## src/rtl/pixel_window_fetch.sv

```systemverilog
// pixel_window_fetch: streams 3x3 pixel windows for every pixel of an IMG_W x IMG_H frame
// Ports:
//   CK, RST            clock, synchronous active-high reset
//   start / busy / done frame request, frame in progress, end-of-frame pulse
//   mem_cs, mem_re,    synchronous memory read port; mem_dout is valid the
//   mem_raddr, mem_dout cycle after mem_re
//   win_valid/win_ready window handshake
//   win_data           tap k at bits [24k+23:24k], k = 3*(dy+1)+(dx+1)
//   win_x, win_y       centre-pixel coordinates of win_data
// Build option: BORDER_REPLICATE_EN clamps border taps to the nearest edge
// pixel instead of zero-padding them.
module pixel_window_fetch #(
    parameter int IMG_W = 32,
    parameter int IMG_H = 32
) (
    input  logic         CK,
    input  logic         RST,
    input  logic         start,
    output logic         busy,
    output logic         done,
    output logic         mem_cs,
    output logic         mem_re,
    output logic [9:0]   mem_raddr,
    input  logic [23:0]  mem_dout,
    output logic         win_valid,
    input  logic         win_ready,
    output logic [215:0] win_data,
    output logic [9:0]   win_x,
    output logic [9:0]   win_y
);
    typedef enum logic [1:0] {IDLE, FETCH, HOLD, DONE} state_t;
    state_t state, state_next;
    logic [9:0] x, y;
    logic [3:0] tap;
    logic [215:0] win;
    logic prev_rd;
    logic signed [11:0] dx, dy, cx, cy;
    logic [10:0] qx, qy;
    logic in_range, rd, last;
    // tap counts 0..8 while issuing; tap==9 is the extra cycle that captures tap 8
    always_comb begin
        dy = (tap < 4'd3) ? -12'sd1 : (tap < 4'd6) ? 12'sd0 : 12'sd1;
        dx = (tap == 4'd0 || tap == 4'd3 || tap == 4'd6) ? -12'sd1 :
             (tap == 4'd1 || tap == 4'd4 || tap == 4'd7) ? 12'sd0 : 12'sd1;
        cx = $signed({2'b00, x}) + dx;
        cy = $signed({2'b00, y}) + dy;
        in_range = !cx[11] && !cy[11] && cx[10:0] < 11'(IMG_W) && cy[10:0] < 11'(IMG_H);
        qx = cx[11] ? 11'd0 : (cx[10:0] >= 11'(IMG_W)) ? 11'(IMG_W - 1) : cx[10:0];
        qy = cy[11] ? 11'd0 : (cy[10:0] >= 11'(IMG_H)) ? 11'(IMG_H - 1) : cy[10:0];
`ifdef BORDER_REPLICATE_EN
        rd = state == FETCH && tap < 4'd9;
`else
        rd = state == FETCH && tap < 4'd9 && in_range;
`endif
        mem_cs = rd;
        mem_re = rd;
        mem_raddr = rd ? 10'(int'(qy) * IMG_W + int'(qx)) : '0;
        last = x == 10'(IMG_W - 1) && y == 10'(IMG_H - 1);
        busy = state == FETCH || state == HOLD;
        done = state == DONE;
        win_valid = state == HOLD;
        win_data = win_valid ? win : '0;
        win_x = win_valid ? x : '0;
        win_y = win_valid ? y : '0;
    end
    always_comb begin
        state_next = state;
        unique case (state)
            IDLE:  state_next = start ? FETCH : IDLE;
            FETCH: state_next = (tap == 4'd9) ? HOLD : FETCH;
            HOLD:  state_next = win_ready ? (last ? DONE : FETCH) : HOLD;
            DONE:  state_next = IDLE;
        endcase
    end
    always_ff @(posedge CK) begin
        if (RST) begin
            state <= IDLE;
            x <= '0;
            y <= '0;
            tap <= '0;
            win <= '0;
            prev_rd <= 1'b0;
        end else begin
            state <= state_next;
            prev_rd <= rd;
            if (state == IDLE && start) begin
                x <= '0;
                y <= '0;
                tap <= '0;
            end
            if (state == FETCH) begin
                tap <= (tap == 4'd9) ? tap : tap + 4'd1;
                // slot k is filled one cycle after its issue; skipped taps store zero
                for (int k = 0; k < 9; k++)
                    if (tap == 4'(k + 1)) win[24*k +: 24] <= prev_rd ? mem_dout : 24'h000000;
            end
            if (state == HOLD && win_ready) begin
                tap <= '0;
                x <= (x == 10'(IMG_W - 1)) ? 10'd0 : x + 10'd1;
                y <= (x == 10'(IMG_W - 1)) ? y + 10'd1 : y;
            end
        end
    end
endmodule

```

## config.mk

```make
export PLATFORM = sky130hd
export DESIGN_NAME = pixel_window_fetch
export DESIGN_NICKNAME = d
export VERILOG_FILES = /design/src/rtl/pixel_window_fetch.sv
export SDC_FILE = /design/constraint.sdc
export NUM_CORES = 1
export LEC_CHECK = 0
export ABC_AREA = 1
export CAP_MARGIN = 20
export CORE_MARGIN = 2
export CORE_UTILIZATION = 28
export DETAILED_ROUTE_END_ITERATION = 8
export GPL_ROUTABILITY_DRIVEN = 0
export REMOVE_ABC_BUFFERS = 1
export SLEW_MARGIN = 0
export SYNTH_ARGS = -nofsm -noshare
export SYNTH_HDL_FRONTEND = slang
export SYNTH_SLANG_ARGS = --single-unit
```

## constraint.sdc

```tcl
create_clock -name CK -period 4.1 [get_ports CK]
set_input_delay 1.025 -clock CK [delete_from_list [all_inputs] [get_ports CK]]
set_output_delay 1.025 -clock CK [all_outputs]
set_load 0.1 [all_outputs]
```

==> results of run 1 <==
## placed cells by master (no fill, tap or decap), types with 5 or more instances in the layout
master / n
ha_4: 8
inv_2: 10
xor2_1: 12
buf_12: 17
nand2_1: 393
dfxtp_1: 239
clkbuf_8: 7
nand4_1: 7
clkdlybuf4s50_1: 27
nor2_1: 58
clkbuf_16: 27
conb_1: 5
nand3_1: 32
buf_4: 295
nand2_2: 11
inv_1: 312
nor3_1: 6
nor2_2: 10
clkbuf_1: 5
a211oi_1: 25
ha_1: 18
a21oi_1: 226
nor2_4: 20
o21ai_0: 195
## state kept, by name (all words and copies together) (netlist names)
signal and flops:
prev_rd 1, state 2, win 216, tap 4, x 10, y 10
## repair_timing
action,in CTS,in global routing
setup endpoints to repair,12,12
setup buffers,8,3
hold buffers,0,0
pin swaps,16,10
gates cloned,1,0
gates resized for setup,58,11
## cell families after synthesis
family,Yosys count
buf+inv,427
flops,243
compound gates,468
simple gates,552
fa+ha+maj,31
xor+xnor,16
other cells,2
## synth_stat cells, types with 2 or more instances
| library cell | instances | area (sq um) |
|---|---|---|
| a211oi_1 | 25 | 188 |
| a21oi_1 | 227 | 1140 |
| a221oi_1 | 2 | 17.5 |
| a41o_1 | 2 | 20.0 |
| buf_1 | 5 | 18.8 |
| clkbuf_1 | 94 | 353 |
| conb_1 | 2 | 7.51 |
| dfxtp_1 | 243 | 4860 |
| fa_1 | 2 | 40.0 |
| ha_1 | 29 | 363 |
| inv_1 | 322 | 1210 |
| inv_2 | 2 | 7.51 |
| nand2_1 | 397 | 1490 |
| nand2_2 | 7 | 43.8 |
| nand3_1 | 36 | 180 |
| nand3b_1 | 2 | 15.0 |
| nand4_1 | 7 | 43.8 |
| nor2_1 | 69 | 259 |
| nor2_2 | 17 | 106 |
| nor2_4 | 2 | 22.5 |
| nor3_1 | 7 | 35.0 |
| nor3b_1 | 2 | 15.0 |
| o21a_1 | 4 | 30.0 |
| o21ai_0 | 200 | 1000 |
| o41ai_1 | 4 | 35.0 |
| xnor2_1 | 3 | 26.3 |
| xor2_1 | 13 | 114 |
## final timing paths
check,startpoint,endpoint
hold / removal,win[72],win[72]
hold reg to reg,win[72],win[72]
setup / recovery,tap[0],mem_raddr[5]
setup reg to reg,tap[0],prev_rd
## routing by layer
metal / up-vias / GRT usage [%] / wire length [microns]
met5: - / 0 / 0
met1: 5661 / 24.4 / 18900
met3: 49 / 2.74 / 2350
met4: 0 / 4.06 / 710
met2: 342 / 29.0 / 18200
li1: 6002 / - / -
## cell type report
type	instances	share of cell area [%]
clock buffer	39	4.90
timing repair buffer	344	17.8
tap	539	4.18
timing repair inverter	1	0.0697
inverter	325	7.63
antenna	1	0.0155
multi-input combinational	1072	34.6
sequential	243	30.2
clock inverter	9	0.643
## worst reg2reg max path, delay by kind of cell, from the launching register on
family / cells / cell delay (ns)
buffers and inverters: 8 / 0.62
AO/OA/AOI/OAI: 3 / 0.29
flip-flops: 1 / 0.36
AND/OR/NAND/NOR: 8 / 0.87
XOR/XNOR: 1 / 0.15
adder cells (fa/ha/maj): 3 / 0.69
## through the flow
stage	hold slack [ns]	total power, W	cell area, sq um	util, %
after global placement	0.449	0.00267	14900	35.7
after floorplan	0.435	0.00257	11400	-
after detailed placement	0.456	0.00268	14900	35.7
after global routing	0.482	0.00530	16100	38.7
after CTS	0.468	0.00517	16100	38.6
final	0.465	0.00511	16100	38.8
## report_power, final
group	switching [W]	internal, W	total, W
Combinational	0.000168	0.000113	0.000281
Clock	0.000988	0.00146	0.00245
Sequential	0.00000756	0.00237	0.00238
Total	0.00116	0.00394	0.00511
==> flow_summary.toml, run 1 <==
[power_and_ir_drop]
power_density_mw_per_mm2 = 316
ir_drop_uv = 216
leakagePower_nw = 8.66

[synth]
synth-seq-cells = 243
syn_inst = 1739
synth_top_family_by_area = "compound AO/OA/AOI/OAI gates"
synth-simple-area-share_pct = 19.3
synth_fa_ha_area_share_pct = 3.43
syn_avg_cell_area_sq_um = 6.76
yosysWarnings = 0
synth_cell_types = 41
ys_seq_area_share_pct = 41.4
async_flop_share_pct = 0
ys.flop_type = "dfxtp_1"
synth-xor-area-share_pct = 1.19
synth_compound_area_share_pct = 20.9
netlist_area_sq_mm = 0.0118
synth_mux_area_share_pct = 0
synth_edf_count = 0

[sta]
tns_ns = -5.98
hold_viol = 0
fin_ws_ns = -0.523
setup_viol = 12
post-route-period-util_pct = 113
fmax_ghz = 0.216
fin_skew_ns = 0.00886
finalMaxSlewViolations = 0
slew_headroom_pct = 35.2
rsz0062_at_grt = "yes"
period_needed_ns = 4.62
worst_slew_pin_slew_ns = 0.968

[placement]
port_buffers = 278
hpwl_microns = 27000
dp_slack_ns = -0.228
place_inst = 2512

[clock_tree]
cts_tree = "built"
cts_buffers = 26
clock_latency_ns = 0.54
cts_sinks = 243
clkSlewWorstSetupHoldPaths_ns = 0.06
cts_root_buffer = "clkbuf_16"
clockBufferDepth = 3
htreeDepth = 1

[critical_path]
cp.depth = 23
cp_cell_sequence = "inv_4 > ha_4 > inv_2 > o21ai_2 > inv_1 > o21ai_1 > ha_2 > inv_2 > fa_2 > inv_2 > nand3_2 > nand2_2 > a21oi_2 > xor2_1 > nor2_1 > nand3b_1 > nor2_2 > nand4_2 > nor2_4 > buf_6 > inv_8 > nor2_4 > buf_12"
critPathMaxStageDelay_ns = 0.36
worstSetupPathType = "reg2out"
cp-end-kind = "primary output"
crit_fanout = 5
ff2ff_setup_slack_ns = 1.06
required_ns = 3.07
setup.worst_path.start_class = "flop"
crit_top_cell = "inv_2"
critical-path-top-delay-family = "simple AND/OR/NAND/NOR gates"
worst_ep_arrival_time_ns = 3.60
worst_path_max_delay_cell = "dfxtp_4"
worst-path-buf-inv = 8
r2r_cells = 23

[finish]
n_fill_cell = 4327
seq_area_sq_mm = 0.00487
layout-drive-gt1-share_pct = 21.9
multi_input_area_sq_mm = 0.00558
syn_to_final_growth_pct = 37.4
num-nets-final = 2072
fin_cells = 2573

[drt]
firstDrtPassIters = 5
drtIter0Drc = 736
vias = 12100
antenna_left = 0
totalWireLength_microns = 40200
route.detailed.drc = 0
detail_route.wl_per_cell_microns = 15.6
vias_per_cell = 4.68

[global_route]
grt_pass1_vias = 11400
grt_pass1_wl_microns = 62300
antenna_found_initial = 1
grt_max_degree = 109
overflow = 0
grt.total_usage_pct = 17.7

[floorplanning]
rows = 75
die_y_microns = 209
io_pins = 279
die-area_sq_mm = 0.0436
start_util_pct = 28.2
die_w_microns = 209
core_sq_mm = 0.0417

[flow_run]
cap_violations = 0

[hold_path]
hold_depth = 2
hp-class = "reg2reg"

[status]
failed_checks = "negative setup slack"
status = "complete, but fails checks"
(Power assumes the default switching activity.)
==> run 2, diff against run 1 <==
CAP_MARGIN = 40   (was 20)
==> run 2 against run 1 <==
Net effect: the run still ends with negative setup slack left; design area increased by 0.27%; sequential power barely moved; count of clock-buffer cells in the layout fell by 2; global-route usage barely moved; sequential share of layout area decreased by 0.074 points; wire length is 0.34% lower; combinational power hardly changed; utilization increased by 0.11 points; cell count is essentially flat.
==> flow_summary.toml, run 2 (synthesis gave the netlist of run 1 again) <==
[status]
status = "complete, but fails checks"
failed_checks = "negative setup slack"

[clock_tree]
cts_sinks = 243
clock_latency_ns = 0.53
cts_root_buffer = "clkbuf_16"
cts_tree = "built"
clockBufferDepth = 3
clkSlewWorstSetupHoldPaths_ns = 0.06
htreeDepth = 1
cts_buffers = 27
cts_hold_buf = 0

[global_route]
grt.total_usage_pct = 17.7
grt_pass1_wl_microns = 62500
grt_pass1_vias = 11500
grt_max_degree = 109
antenna_found_initial = 1
overflow = 0

[drt]
drt-met1-wl_microns = 18700
dr.max_layer_used = "met4"
antenna_left = 0
totalWireLength_microns = 40000
wl_met3_microns = 2540
met2_length_microns = 18300
detail_route.wl_per_cell_microns = 15.5
drtIter0Drc = 683
route.detailed.drc = 0
vias = 12000
firstDrtPassIters = 6
vias_per_cell = 4.66

[critical_path]
worstSetupPathType = "reg2out"
required_ns = 3.07
cp-end-kind = "primary output"
crit_top_cell = "nand3_1"
worst_path_max_delay_cell = "dfxtp_4"
worst_ep_arrival_time_ns = 3.64
critPathMaxStageDelay_ns = 0.38
cp_cell_sequence = "inv_2 > ha_4 > o21ai_1 > o21ai_2 > buf_6 > ha_1 > nand3_1 > nand3_1 > nand3_1 > nand2_1 > nand2_1 > nand2_1 > xor2_1 > nand3_1 > nor2_2 > nand4_2 > nor2_4 > buf_6 > inv_8 > nor2_4 > buf_12"
crit_fanout = 11
setup.worst_path.start_class = "flop"

[finish]
layout-drive-gt1-share_pct = 21.9
num-nets-final = 2073
largest_register_ffs = 216
largest_register = "win"
n_fill_cell = 4333
final_cell_mix = "nand2_1 (393), inv_1 (311), buf_4 (295), dfxtp_1 (238), a21oi_1 (226)"
largestRegisters = "win (216), x (10), y (10)"
final_util_pct = 38.9
syn_to_final_growth_pct = 37.8
final_common_cell = "nand2_1"

[power_and_ir_drop]
switching_share_pct = 22.4
leakagePower_nw = 8.67
p_int_w = 0.00406
pwr-share-clk_pct = 49.1
pwr-share-seq_pct = 45.5
power.net_switching_w = 0.00117
ir_drop_uv = 194
comb_power_share_pct = 5.4
power_density_mw_per_mm2 = 323

[floorplanning]
die_y_microns = 209
io_pins = 279
die-area_sq_mm = 0.0436
rows = 75
die_w_microns = 209
start_util_pct = 28.2
core_sq_mm = 0.0417

[sta]
setup_viol = 12
slew_headroom_pct = 40.9
period_needed_ns = 4.67
finalMaxSlewViolations = 0
post-route-period-util_pct = 114
rsz0062_at_grt = "yes"
worst_slew_pin_slew_ns = 0.886
fin_skew_ns = 0.0142
fmax_ghz = 0.214
fin_ws_ns = -0.567
hold_viol = 0

[flow_run]
cap_violations = 0

[placement]
hpwl_microns = 27000
dp_slack_ns = -0.252
port_buffers = 278

[hold_path]
hp-class = "reg2reg"
[run 2: worst paths after layout]
| check | cells past startpoint | slack [ns] | to | startpoint |
|---|---|---|---|---|
| setup / recovery | 21 | -0.57 | mem_raddr[1] | tap[1] |
| hold / removal | 2 | 0.46 | win[72] | win[72] |
| setup reg to reg | 21 | 1.00 | prev_rd | tap[1] |
| hold reg to reg | 2 | 0.46 | win[72] | win[72] |
[run 2: timing repair]
action                                  in CTS  in global routing
setup buffers                                8                  2
pin swaps                                   16                  2
gates resized for setup                     54                 10
gates cloned                                 1                  0
endpoints found under the setup margin      12                 12
[run 2: layout make-up]
class / instances / area (sq um) / area share (%)
Clock buffer: 37 / 773 / 4.78
Timing Repair inverter: 1 / 6.26 / 0.0386
Sequential cell: 243 / 4880 / 30.1
Inverter: 325 / 1230 / 7.61
Tap cell: 539 / 674 / 4.17
Timing Repair Buffer: 344 / 2880 / 17.8
Multi-Input combinational cell: 1072 / 5570 / 34.4
Antenna cell: 1 / 2.50 / 0.0155
Clock inverter: 12 / 175 / 1.08
[run 2: critical path: cells and delay by family, from the launching register on]
| kind | cells | cell delay (ns) |
|---|---|---|
| and+or+nand+nor | 11 | 1.28 |
| adders and majority gates | 2 | 0.47 |
| AOI/OAI and AO/OA | 2 | 0.24 |
| xor gates and xnor gates | 1 | 0.15 |
| buffers and inverters | 5 | 0.58 |
| DFF | 1 | 0.38 |
[run 2: layer usage]
layer,GRT usage [%],vias to the layer above
li1,-,5999
met2,28.9,372
met1,24.7,5576
met3,2.90,47
met4,3.40,0
met5,0,-
[run 2: stage by stage]
stage / hold WS, ns / setup TNS [ns] / area [sq um] / instances / power (W)
CTS: 0.467 / -6.35 / 16100 / 2571 / 0.00529
detailed placement: 0.456 / -2.54 / 14900 / 2513 / 0.00268
global route: 0.483 / -9.25 / 16200 / 2573 / 0.00543
finish: 0.464 / -6.51 / 16200 / 2574 / 0.00523
global placement: 0.449 / -1.03 / 14900 / 2512 / 0.00267
floorplan: 0.435 / -772.12 / 11400 / 1640 / 0.00257
[run 2: power groups by stage]
stage | Clock (W) | Sequential, W | Combinational, W
floorplan | 0 | 0.00243 | 0.000138
global placement | 0 | 0.00243 | 0.000240
detailed placement | 0 | 0.00243 | 0.000245
CTS | 0.00264 | 0.00238 | 0.000275
global route | 0.00274 | 0.00238 | 0.000311
finish | 0.00257 | 0.00238 | 0.000283
